File: src/rtl/muldiv_pkg.sv
// Shared definitions for the iterative signed multiply/divide sequencer.
package muldiv_pkg;
    typedef enum logic [2:0] {IDLE, PREP, RUN, FIX, DONE} state_t;

    localparam logic OP_MULT = 1'b0;
    localparam logic OP_DIV  = 1'b1;
    localparam int   ITER    = 32;
endpackage

File: src/rtl/muldiv_sequencer.sv
// Iterative signed multiply (shift-add) and divide (restoring) on magnitudes,
// with sign correction applied once at the end of the run.
//
//   state | meaning
//   ------+--------------------------------------------------------------
//   IDLE  | waiting for start; operands and op latched on start
//   PREP  | capture magnitudes and sign flags, clear iteration counter
//   RUN   | one iteration per cycle, 32 cycles
//   FIX   | sign-correct and register hi/lo (skipped write on div by zero)
//   DONE  | one-cycle done pulse, back to IDLE
module muldiv_sequencer
    import muldiv_pkg::*;
#(
    parameter int WIDTH = 32
) (
    input  logic             clock,
    input  logic             reset,
    input  logic             start,
    input  logic             op,
    input  logic [WIDTH-1:0] a,
    input  logic [WIDTH-1:0] b,
    output logic             busy,
    output logic             done,
    output logic             div_zero,
    output logic [WIDTH-1:0] hi,
    output logic [WIDTH-1:0] lo
);
    state_t             state;
    logic               op_q, neg_res, neg_rem, dz_q;
    logic [WIDTH-1:0]   a_q, b_q, mag_a, mag_b, work_hi, work_lo;
    logic [4:0]         cnt;
    logic [WIDTH:0]     add_sum, shifted, diff;
    logic [2*WIDTH-1:0] prod, prod_fix;
    logic [WIDTH-1:0]   quo_fix, rem_fix;

    // Unsigned magnitude: the most negative value maps onto itself.
    function automatic logic [WIDTH-1:0] magnitude(input logic [WIDTH-1:0] v);
        return v[WIDTH-1] ? -v : v;
    endfunction

    always_comb begin
        add_sum  = {1'b0, work_hi} + {1'b0, (work_lo[0] ? mag_a : {WIDTH{1'b0}})};
        shifted  = {work_hi, work_lo[WIDTH-1]};
        diff     = shifted - {1'b0, mag_b};
        prod     = {work_hi, work_lo};
        prod_fix = neg_res ? -prod : prod;
        quo_fix  = neg_res ? -work_lo : work_lo;
        rem_fix  = neg_rem ? -work_hi : work_hi;
    end

    always_ff @(posedge clock) begin
        if (reset) begin
            state    <= IDLE;
            busy     <= 1'b0;
            done     <= 1'b0;
            div_zero <= 1'b0;
            hi       <= '0;
            lo       <= '0;
            op_q     <= 1'b0;
            a_q      <= '0;
            b_q      <= '0;
            mag_a    <= '0;
            mag_b    <= '0;
            work_hi  <= '0;
            work_lo  <= '0;
            neg_res  <= 1'b0;
            neg_rem  <= 1'b0;
            dz_q     <= 1'b0;
            cnt      <= '0;
        end else begin
            done     <= 1'b0;
            div_zero <= 1'b0;
            unique case (state)
                IDLE: begin
                    if (start) begin
                        op_q  <= op;
                        a_q   <= a;
                        b_q   <= b;
                        busy  <= 1'b1;
                        state <= PREP;
                    end
                end
                PREP: begin
                    mag_a   <= magnitude(a_q);
                    mag_b   <= magnitude(b_q);
                    neg_res <= a_q[WIDTH-1] ^ b_q[WIDTH-1];
                    neg_rem <= a_q[WIDTH-1];
                    cnt     <= '0;
                    work_hi <= '0;
                    work_lo <= (op_q == OP_DIV) ? magnitude(a_q) : magnitude(b_q);
                    dz_q    <= (op_q == OP_DIV) && (b_q == '0);
                    // Divide-by-zero bypasses RUN; FIX only emits the flag.
                    state   <= ((op_q == OP_DIV) && (b_q == '0)) ? FIX : RUN;
                end
                RUN: begin
                    if (op_q == OP_MULT) begin
                        work_hi <= add_sum[WIDTH:1];
                        work_lo <= {add_sum[0], work_lo[WIDTH-1:1]};
                    end else if (!diff[WIDTH]) begin
                        work_hi <= diff[WIDTH-1:0];
                        work_lo <= {work_lo[WIDTH-2:0], 1'b1};
                    end else begin
                        work_hi <= shifted[WIDTH-1:0];
                        work_lo <= {work_lo[WIDTH-2:0], 1'b0};
                    end
                    cnt <= cnt + 5'd1;
                    if (cnt == 5'(ITER - 1)) state <= FIX;
                end
                FIX: begin
                    if (dz_q) begin
                        div_zero <= 1'b1;
                    end else if (op_q == OP_MULT) begin
                        hi <= prod_fix[2*WIDTH-1:WIDTH];
                        lo <= prod_fix[WIDTH-1:0];
                    end else begin
                        hi <= rem_fix;
                        lo <= quo_fix;
                    end
                    done  <= 1'b1;
                    busy  <= 1'b0;
                    state <= DONE;
                end
                DONE: state <= IDLE;
                default: state <= IDLE;
            endcase
        end
    end
endmodule

File: config.mk
export PLATFORM = sky130hd
export DESIGN_NAME = muldiv_sequencer
export DESIGN_NICKNAME = d
export VERILOG_FILES = /design/src/rtl/muldiv_pkg.sv /design/src/rtl/muldiv_sequencer.sv
export SDC_FILE = /design/constraint.sdc
export NUM_CORES = 1
export LEC_CHECK = 0
export BUFFER_PORTS_ARGS = -buffer_cell sky130_fd_sc_hd__buf_2
export CORE_MARGIN = 5
export CORE_UTILIZATION = 44
export DETAILED_ROUTE_END_ITERATION = 8
export SLEW_MARGIN = 20
export SYNTH_ARGS = -nofsm -noshare
export SYNTH_HDL_FRONTEND = slang
export SYNTH_SLANG_ARGS = --single-unit
export TNS_END_PERCENT = 5
File: constraint.sdc
create_clock -name clock -period 6 [get_ports clock]
set_clock_uncertainty 0.1 [all_clocks]
set_input_delay 0.6 -clock clock [delete_from_list [all_inputs] [get_ports clock]]
set_output_delay 0.6 -clock clock [all_outputs]
set_load 0.005 [all_outputs]
==> results of run 1 <==
critical path, stage by stage, from the launching register on:
cell	delay [ps]
dfxtp_1	530
inv_1	160
fa_1	450
nor2b_1	190
o31a_1	230
o21ai_1	180
a21oi_2	270
a221oi_2	170
o31ai_4	450
xor2_4	850
buf_4	370
mux2i_1	210
o211ai_1	90
through the flow:
stage	cell area, um^2	utilization [%]
2_1_floorplan	17100	-
3_3_place_gp	17980	46.64
3_5_place_dp	17980	46.64
4_1_cts	19040	49.37
5_1_grt	19050	49.41
6_report	19050	49.41
how the worst max path moves through the flow:
stage               depth (start not counted)                       end                      from  slack (ps)
finish                                     12  work_hi[14]$_SDFFE_PP0N_   work_hi[0]$_SDFFE_PP0N_        1600
global placement                           13  work_hi[14]$_SDFFE_PP0N_  work_lo[31]$_SDFFE_PP0N_        1720
detailed placement                         12  work_hi[14]$_SDFFE_PP0N_   work_hi[0]$_SDFFE_PP0N_        1620
CTS                                        12  work_hi[14]$_SDFFE_PP0N_   work_hi[0]$_SDFFE_PP0N_        1610
floorplan                                  15  work_hi[31]$_SDFFE_PP0N_   work_lo[0]$_SDFFE_PP0N_        2590
global route                               11  work_hi[12]$_SDFFE_PP0N_   work_hi[6]$_SDFFE_PP0N_        1340
Yosys cell counts, drive strengths merged, types with 3 or more instances:
cell     number  area, um^2
a2111oi       6       52.55
a211oi      103       773.2
a21boi        4       30.03
a21o         31       232.7
a21oi       240        1220
a221oi        5       50.04
a22oi        19       142.6
a311oi        7       61.31
a31oi        16       100.1
a32oi         4       35.03
and2         35       219.0
and3         10       62.56
buf          18       110.1
clkbuf      141       531.8
dfxtp       271        5425
ha           70       875.8
inv          59       221.5
mux2          6       67.56
mux2i        66       660.6
nand2       310        1164
nand2b       15       93.84
nand3        44       225.2
nand3b        7       52.55
nand4        20       125.1
nor2        211       792.0
nor2b         4       25.02
nor3         41       210.2
nor4         11       96.34
o211ai       14       105.1
o21a         11       82.58
o21ai       110       561.8
o21bai       13       97.59
o221ai        6       52.55
o22ai         7       43.79
o31a          3       26.28
o31ai        31       246.5
o41ai        16       147.7
or2           8       50.05
or3          33       206.5
or4          15       120.1
xnor2        54       473.0
xor2        108       953.4
layout make-up:
| class | instances | area (um^2) |
|---|---|---|
| sequential | 271 | 5426 |
| timing repair buffer | 152 | 824.5 |
| tap | 518 | 648.1 |
| clock inverter | 8 | 108.9 |
| multi-input combinational | 1741 | 10870 |
| inverter | 60 | 225.2 |
| clock buffer | 47 | 945.9 |
| fill | 3938 | 19510 |
per-layer routing:
metal  track usage, %  wire, um  up-vias
met3            4.357      3678       94
met1            33.96     25370     7747
li1                 -         -     8020
met2            41.79     26730      527
met5                0        13        -
met4            7.205      1640        2
registers in the layout, summed over array words and instances (netlist names), 32 cells and up:
| name | cells |
|---|---|
| a_q | 32 |
| b_q | 32 |
| hi | 32 |
| lo | 32 |
| mag_a | 32 |
| mag_b | 32 |
| work_hi | 32 |
| work_lo | 32 |
power breakdown:
part           switching, mW  internal [mW]
logic                  0.723          0.382
clock network          0.789           1.17
registers             0.0998           1.89
total                   1.61           3.44
logic make-up after synthesis:
kind of cell	synth area share [%]
AO/OA/AOI/OAI	24.76
multiplexers	4.257
buffers and inverters	5.069
XOR/XNOR	8.339
adder cells (fa/ha/maj)	5.355
flip-flops	31.72
AND/OR/NAND/NOR	20.50
==> results.cfg, run 1 <==
[status]
outcome = finished clean

[place]
dp_slack_ps = 1621
place.gp.congestion = 0.9761
io_buffers = 134
dp_cells = 2742
hpwlAfterDp_um = 43200

[power]
fin_total_pwr_mw = 5.048
power_density_nw_per_um2 = 265.0
leakage_nw = 7.601
ir_worst_vdd_mv = 0.2284

[layout]
area_growth_pct = 11.38
mostFrequentLayoutCells = 309 x nand2_1, 270 x dfxtp_1, 237 x a21oi_1
instances_no_fill = 2797
num_antenna_cells = 0
layout_commonest_cell = nand2_1
drive_gt1_share_pct = 10.62
final_nets = 2397

[sta]
holdWs_ps = 146.4
tns_ps = 0
max_freq_mhz = 227.1
finalCritPeriodShare_pct = 73.38
hold_violations = 0
setup_ws_ps = 1597
slew_headroom_pct = 23.85
drv_slew = 0
worst_pin_slew_ps = 1132
setup_viol = 0
finalCriticalPeriod_ps = 4403
rsz0062_at_grt = false

[yosys]
netlist_instances = 2231
mappedNetlistArea_um2 = 17100
ys.flop_type = dfxtp_1
ys_warn_count = 0
yosysSeqAreaShare_pct = 31.72
yosys.cell_types.count = 83
syn_nets = 2371
synth_edf_count = 0
async_flop_share_pct = 0
synth_area_per_cell_um2 = 7.666
ys_ff_latch = 271

[critical_path]
r2r_slack_ps = 1600
r2r_cells = 12
critical_path_class = reg2reg
reg2reg_to = work_hi[14]$_SDFFE_PP0N_
cp.arrival_ps = 4760
cp_max_fo = 23
setup.worst_path.start_class = register
worstReg2RegStart = work_hi[0]$_SDFFE_PP0N_
cp_data_required_time_ps = 6350
cp-end-kind = register

[clocking]
path_clk_slew_ps = 60
clock_latency_ps = 590
cts_resized = 0
postCtsHoldBufs = 0
cts_root_buffer = clkbuf_16
cts_tree = built
clkSinkCount = 271
cts_setup_buffers = 0
numCtsBuffers = 31
clk_path_buf_depth = 3
htree_num_levels = 1

[detailed_routing]
wl_um = 57440
vias = 16390
first_iter_violations = 1356
wl_per_cell_um = 20.54
firstDrtPassIters = 5
vias_per_cell = 5.860
drc = 0
antenna_left = 0

[worst_hold_path]
hold_class = in2reg
min_to = b_q[12]$_SDFFE_PP0P_
min_from = b[12]
min_path_cells = 3

[global_route]
grt_pass1_vias = 15440
antenna_found_initial = 2
overflow = 0
grt_usage_pct = 25.22
grt_max_degree = 95
grt_pass1_wl_um = 88390

[floorplan]
coreArea_um2 = 38560
die_h_um = 207.2
initial_core_util_pct = 44.36
io_pins = 135
dieArea_um2 = 42920
die_width_um = 207.2
rows = 72

[flow_run]
max-cap-violations = 0
Note: power is estimated with default switching activity, not from simulation.
==> run 2, diff against run 1 <==
==> constraint.sdc (replaced) <==
create_clock -name clock -period 3.87 [get_ports clock]
set_clock_uncertainty 0.1 [all_clocks]
set_input_delay 0.387 -clock clock [delete_from_list [all_inputs] [get_ports clock]]
set_output_delay 0.387 -clock clock [all_outputs]
set_load 0.005 [all_outputs]
==> run 2 against run 1 <==
  * Maximum frequency is 20% higher
  * Core utilization up 2.8 points
  * Die area did not move
  * Sequential share of layout area shrank 1.5 points
  * Via count is 1.8% higher
  * Combinational power rose by 65%
  * Total power increased by 58%
  * First-iteration DRC count down 6.4%
  * Hold slack worse by 88 ps
  * Largest power group unchanged
==> results.cfg, run 2 (same netlist as run 1, synthesis figures left out) <==
[floorplan]
coreArea_um2 = 38560
initial_core_util_pct = 44.36
dieArea_um2 = 42920
io_pins = 135
die_h_um = 207.2
die_width_um = 207.2
rows = 72

[worst_hold_path]
hold_class = in2reg
min_path_cells = 2
min_from = reset
min_to = mag_b[1]$_SDFFE_PP0P_

[layout]
multi_input_area_um2 = 10860
regArea_um2 = 5426
drive_gt1_share_pct = 12.23
final_nets = 2514
layout_commonest_cell = nand2_1
fillers = 3838
final_area_um2 = 20130
instances_no_fill = 2914
mostFrequentLayoutCells = 309 x nand2_1, 270 x dfxtp_1, 237 x a21oi_1
num_antenna_cells = 0
area_growth_pct = 17.68
utilization_pct = 52.20

[power]
intPower_mw = 5.431
seq_power_share_pct = 38.7
clkPwrFrac_pct = 38.3
combPwrFrac_pct = 23.0
fin_total_pwr_mw = 7.952
power_density_nw_per_um2 = 395.1
power_switching_mw = 2.521
leakage_nw = 8.146
p_sw_share_pct = 31.70
ir_worst_vdd_mv = 0.2965

[sta]
setup_viol = 0
finalCriticalPeriod_ps = 3678
slew_headroom_pct = 42.62
finalCritPeriodShare_pct = 95.05
max_freq_mhz = 271.9
holdWs_ps = 58.05
setup_ws_ps = 191.7
worst_pin_slew_ps = 858.7
drv_slew = 0
hold_violations = 0
tns_ps = 0

[place]
place_area_um2 = 18420
hpwlAfterDp_um = 43970
dp_cells = 2793
dp_slack_ps = 161.3
io_buffers = 134
place.gp.congestion = 0.9494

[critical_path]
worstReg2RegStart = work_lo[31]$_SDFFE_PP0N_
critical_path_class = reg2reg
cp_data_required_time_ps = 4270
reg2reg_to = work_hi[30]$_SDFFE_PP0N_
cp-end-kind = register
cp.arrival_ps = 4080
cp_max_fo = 13
r2r_slack_ps = 190
setup.worst_path.start_class = register
r2r_cells = 14

[clocking]
clk_path_buf_depth = 3
clock_latency_ps = 600
htree_num_levels = 1
path_clk_slew_ps = 60
cts_root_buffer = clkbuf_16
clkSinkCount = 271
cts_tree = built
cts_resized = 0
numCtsBuffers = 31

[global_route]
grt_usage_pct = 25.67
grt_pass1_vias = 15570
grt_max_degree = 149
antenna_found_initial = 0
grt_pass1_wl_um = 89900
overflow = 0

[detailed_routing]
firstDrtPassIters = 5
antenna_left = 0
wl_um = 58070
vias = 16690
vias_per_cell = 5.729
first_iter_violations = 1269
drc = 0
wl_per_cell_um = 19.93

[flow_run]
max-cap-violations = 0

[status]
outcome = finished clean
run 2: how the worst max path moves through the flow:
stage                                  start                        to  slack, ps  cells after the start
floorplan            work_lo[0]$_SDFFE_PP0N_  work_hi[31]$_SDFFE_PP0N_        460                     15
global placement    work_lo[31]$_SDFFE_PP0N_  work_hi[16]$_SDFFE_PP0N_        210                     13
detailed placement  work_lo[31]$_SDFFE_PP0N_  work_hi[30]$_SDFFE_PP0N_        160                     13
CTS                 work_lo[31]$_SDFFE_PP0N_  work_hi[30]$_SDFFE_PP0N_        130                     13
global route        work_lo[31]$_SDFFE_PP0N_  work_hi[16]$_SDFFE_PP0N_         -6                     14
finish              work_lo[31]$_SDFFE_PP0N_  work_hi[30]$_SDFFE_PP0N_        190                     14
run 2: layout make-up:
type                       count  area share (%)
timing repair buffer         269           9.517
inverter                      60           1.119
clock inverter                14          0.9697
clock buffer                  41           4.239
multi-input combinational   1741           53.98
sequential                   271           26.96
tap                          518           3.220
run 2: worst max-delay path, stage by stage (launching register included):
cell and delay, ps:
dfxtp_1 370, inv_1 100, ha_1 220, fa_1 410, nor2b_1 240, o31a_1 220
o21ai_1 150, a21oi_2 280, a221oi_2 180, o31ai_4 200, buf_4 190, xor2_4 270
buf_12 200, mux2i_1 100, a221oi_1 330
run 2: layer usage:
layer  GRT usage, %  share of wire (%)  wire (um)
met1          35.65                 46      26450
met2          42.22                 46      26580
met3          2.905                5.2       3022
met4          7.661                3.5       2024
met5              0                  0          0
run 2: power by group through the flow:
| stage | sequential [mW] | clock (mW) | combinational, mW |
|---|---|---|---|
| after detailed placement | 3.13 | 0 | 1.75 |
| final | 3.07 | 3.05 | 1.83 |
| after floorplan | 3.07 | 0 | 1.23 |
| after global placement | 3.13 | 0 | 1.74 |
| after CTS | 3.07 | 3.11 | 1.81 |
| after global routing | 3.09 | 3.21 | 2.00 |
run 2: what timing repair did:
action                                 CTS  global route
setup endpoints to repair                0             6
buffers inserted                         0             1
endpoints found under the hold margin   65             0
hold buffers                            65             0
==> run 3, diff against run 2 <==
--- a/config.mk
+++ b/config.mk
@@ -5,6 +5,7 @@
 export SDC_FILE = /design/constraint.sdc
 export NUM_CORES = 1
 export LEC_CHECK = 0
+export ABC_AREA = 1
 export BUFFER_PORTS_ARGS = -buffer_cell sky130_fd_sc_hd__buf_2
 export CORE_MARGIN = 5
 export CORE_UTILIZATION = 44
==> run 3 against run 2 <==
  * Critical path type unchanged
  * Critical endpoint is now work_hi[29]$_SDFFE_PP0N_
  * Clock-buffer cell count grew 3
  * Largest power group is now combinational cells
  * Synthesized area is 16% higher
  * Sequential share of layout area shrank 2.8 points
==> results.cfg, run 3 <==
[status]
outcome = finished clean

[global_route]
grt_pass1_wl_um = 118900
overflow = 0
antenna_found_initial = 0
grt_max_degree = 125
grt_pass1_vias = 20220
grt_usage_pct = 30.49

[place]
io_buffers = 134
dp_cells = 3952
hpwlAfterDp_um = 62800
place.gp.congestion = 0.9818

[floorplan]
initial_core_util_pct = 44.13
dieArea_um2 = 49580
coreArea_um2 = 45090
rows = 78
die_width_um = 222.7
io_pins = 135
die_h_um = 222.7

[yosys]
async_flop_share_pct = 0
synth.area.top_cells = dfxtp_1 27%, nand2_1 15%, inv_1 10%
syn_nets = 3442
netlist_instances = 3302
yosys.cell_types.count = 53
synth_area_per_cell_um2 = 6.026
ys_ff_latch = 271
synth_top_area_share_pct = 27.27
synth_most_common_cell = nand2_1
ys.flop_type = dfxtp_1
mappedNetlistArea_um2 = 19900
ys_top_cells_by_count = 809 x nand2_1, 541 x inv_1, 278 x o21ai_0, 271 x dfxtp_1, 269 x a21oi_1
synth_top_area_cell = dfxtp_1
yosysSeqAreaShare_pct = 27.27
synth_edf_count = 0
ys_warn_count = 0

[layout]
area_growth_pct = 12.85
layout_commonest_cell = nand2_1
num_antenna_cells = 0
instances_no_fill = 4017
final_nets = 3534
mostFrequentLayoutCells = 809 x nand2_1, 540 x inv_1, 278 x o21ai_0
drive_gt1_share_pct = 8.546

[detailed_routing]
wl_um = 78770
antenna_left = 0
vias = 21740
firstDrtPassIters = 6
vias_per_cell = 5.412
drc = 0
wl_per_cell_um = 19.61
first_iter_violations = 1756

[sta]
finalCriticalPeriod_ps = 3402
slew_headroom_pct = 33.50
setup_viol = 0
rsz0062_at_grt = false
finalCritPeriodShare_pct = 87.90
tns_ps = 0
worst_pin_slew_ps = 997.4
max_freq_mhz = 294.0
drv_slew = 0
hold_violations = 0

[clocking]
htree_num_levels = 2
clk_path_buf_depth = 3
cts_root_buffer = clkbuf_16
clock_latency_ps = 560
numCtsBuffers = 34
path_clk_slew_ps = 60
clkSinkCount = 271
cts_resized = 0
cts_tree = built

[worst_hold_path]
hold_class = in2reg

[critical_path]
setup.worst_path.start_class = register
cp_data_required_time_ps = 4240
critical_path_class = reg2reg
cp_max_fo = 17
cp.arrival_ps = 3770
cp-end-kind = register

[power]
leakage_nw = 11.47
fin_total_pwr_mw = 12.60
power_density_nw_per_um2 = 560.9
ir_worst_vdd_mv = 0.4071

[flow_run]
max-cap-violations = 0
==> run 3: cell count changes after synthesis, sizes merged, moves of 35 or more <==
cell,previous run,this run
a211oi,103,4
a21oi,240,275
inv,59,548
mux2i,66,0
nand2,310,817
nand3,44,256
nor2,211,276
o21ai,110,285
xnor2,54,7
==> run 3: cell families after synthesis <==
logic type,after synthesis,share of synthesized area (%)
buf+inv,688,13.15
compound gates,707,19.63
fa+ha+maj,72,4.603
simple gates,1466,31.03
flops,271,27.27
xor+xnor,98,4.314
==> run 3: cell type report <==
| cell class | count | area, um^2 |
|---|---|---|
| repair buffers | 193 | 1169 |
| inverters | 551 | 2071 |
| clock buffers | 44 | 949.7 |
| multi-input cells | 2343 | 11880 |
| well taps | 600 | 750.7 |
| clock inverters | 15 | 209.0 |
| fillers | 4885 | 22630 |
| flip-flops and latches | 271 | 5426 |
==> run 3: routing by layer <==
layer  up-vias  GRT usage, %  share of wire [%]
met2       777         47.67                 44
met3       150         5.694                7.0
met5         -             0                  0
li1      10830             -                  -
met1      9981         41.56                 45
met4         0         12.37                4.6
==> run 3: worst paths after layout <==
kind	from	cells after the start	to	slack, ps
max	work_lo[31]$_SDFFE_PP0N_	18	work_hi[29]$_SDFFE_PP0N_	470
min	a[20]	3	a_q[20]$_SDFFE_PP0P_	20
max reg2reg	work_lo[31]$_SDFFE_PP0N_	18	work_hi[29]$_SDFFE_PP0N_	470
min reg2reg	state[2]$_SDFFE_PP0P_	1	state[0]$_SDFFE_PP0P_	370
==> run 3: timing repair <==
action,CTS,global route
hold buffers,6,0
buffers inserted,0,0
hold endpoints to repair,6,0
endpoints found under the setup margin,0,0
==> run 3: worst max-delay path, stage by stage (launching register included) <==
cell     delay, ps
dfxtp_1        360
inv_1          100
ha_1           220
fa_1           360
inv_1          120
nand2_1        100
nand2_1        110
nand3_1         80
nand2_1        150
nand2_1         90
nand2_2         90
nand2_2         70
nand3_2        260
nand2_2        250
inv_1          420
nand2_1        120
nand3_1        120
nand2_1         90
a21oi_2        110
==> run 3: per-stage QoR <==
step | hold WS, ps | setup WS (ps) | instance area [um^2] | util, %
finish | 16.86 | 468.4 | 22460 | 49.80
global route | 15.98 | 237.1 | 22460 | 49.80
CTS | 0.8502 | 518.4 | 22460 | 49.80
detailed placement | 354.1 | 608.4 | 21240 | 47.10
global placement | 343.1 | 686.8 | 21240 | 47.10
floorplan | 331.7 | 1009 | 19900 | -
==> run 3: report_power, final <==
part | switching, mW | internal [mW]
registers | 0.281 | 3.15
logic | 4.17 | 1.69
clock network | 1.30 | 2.01
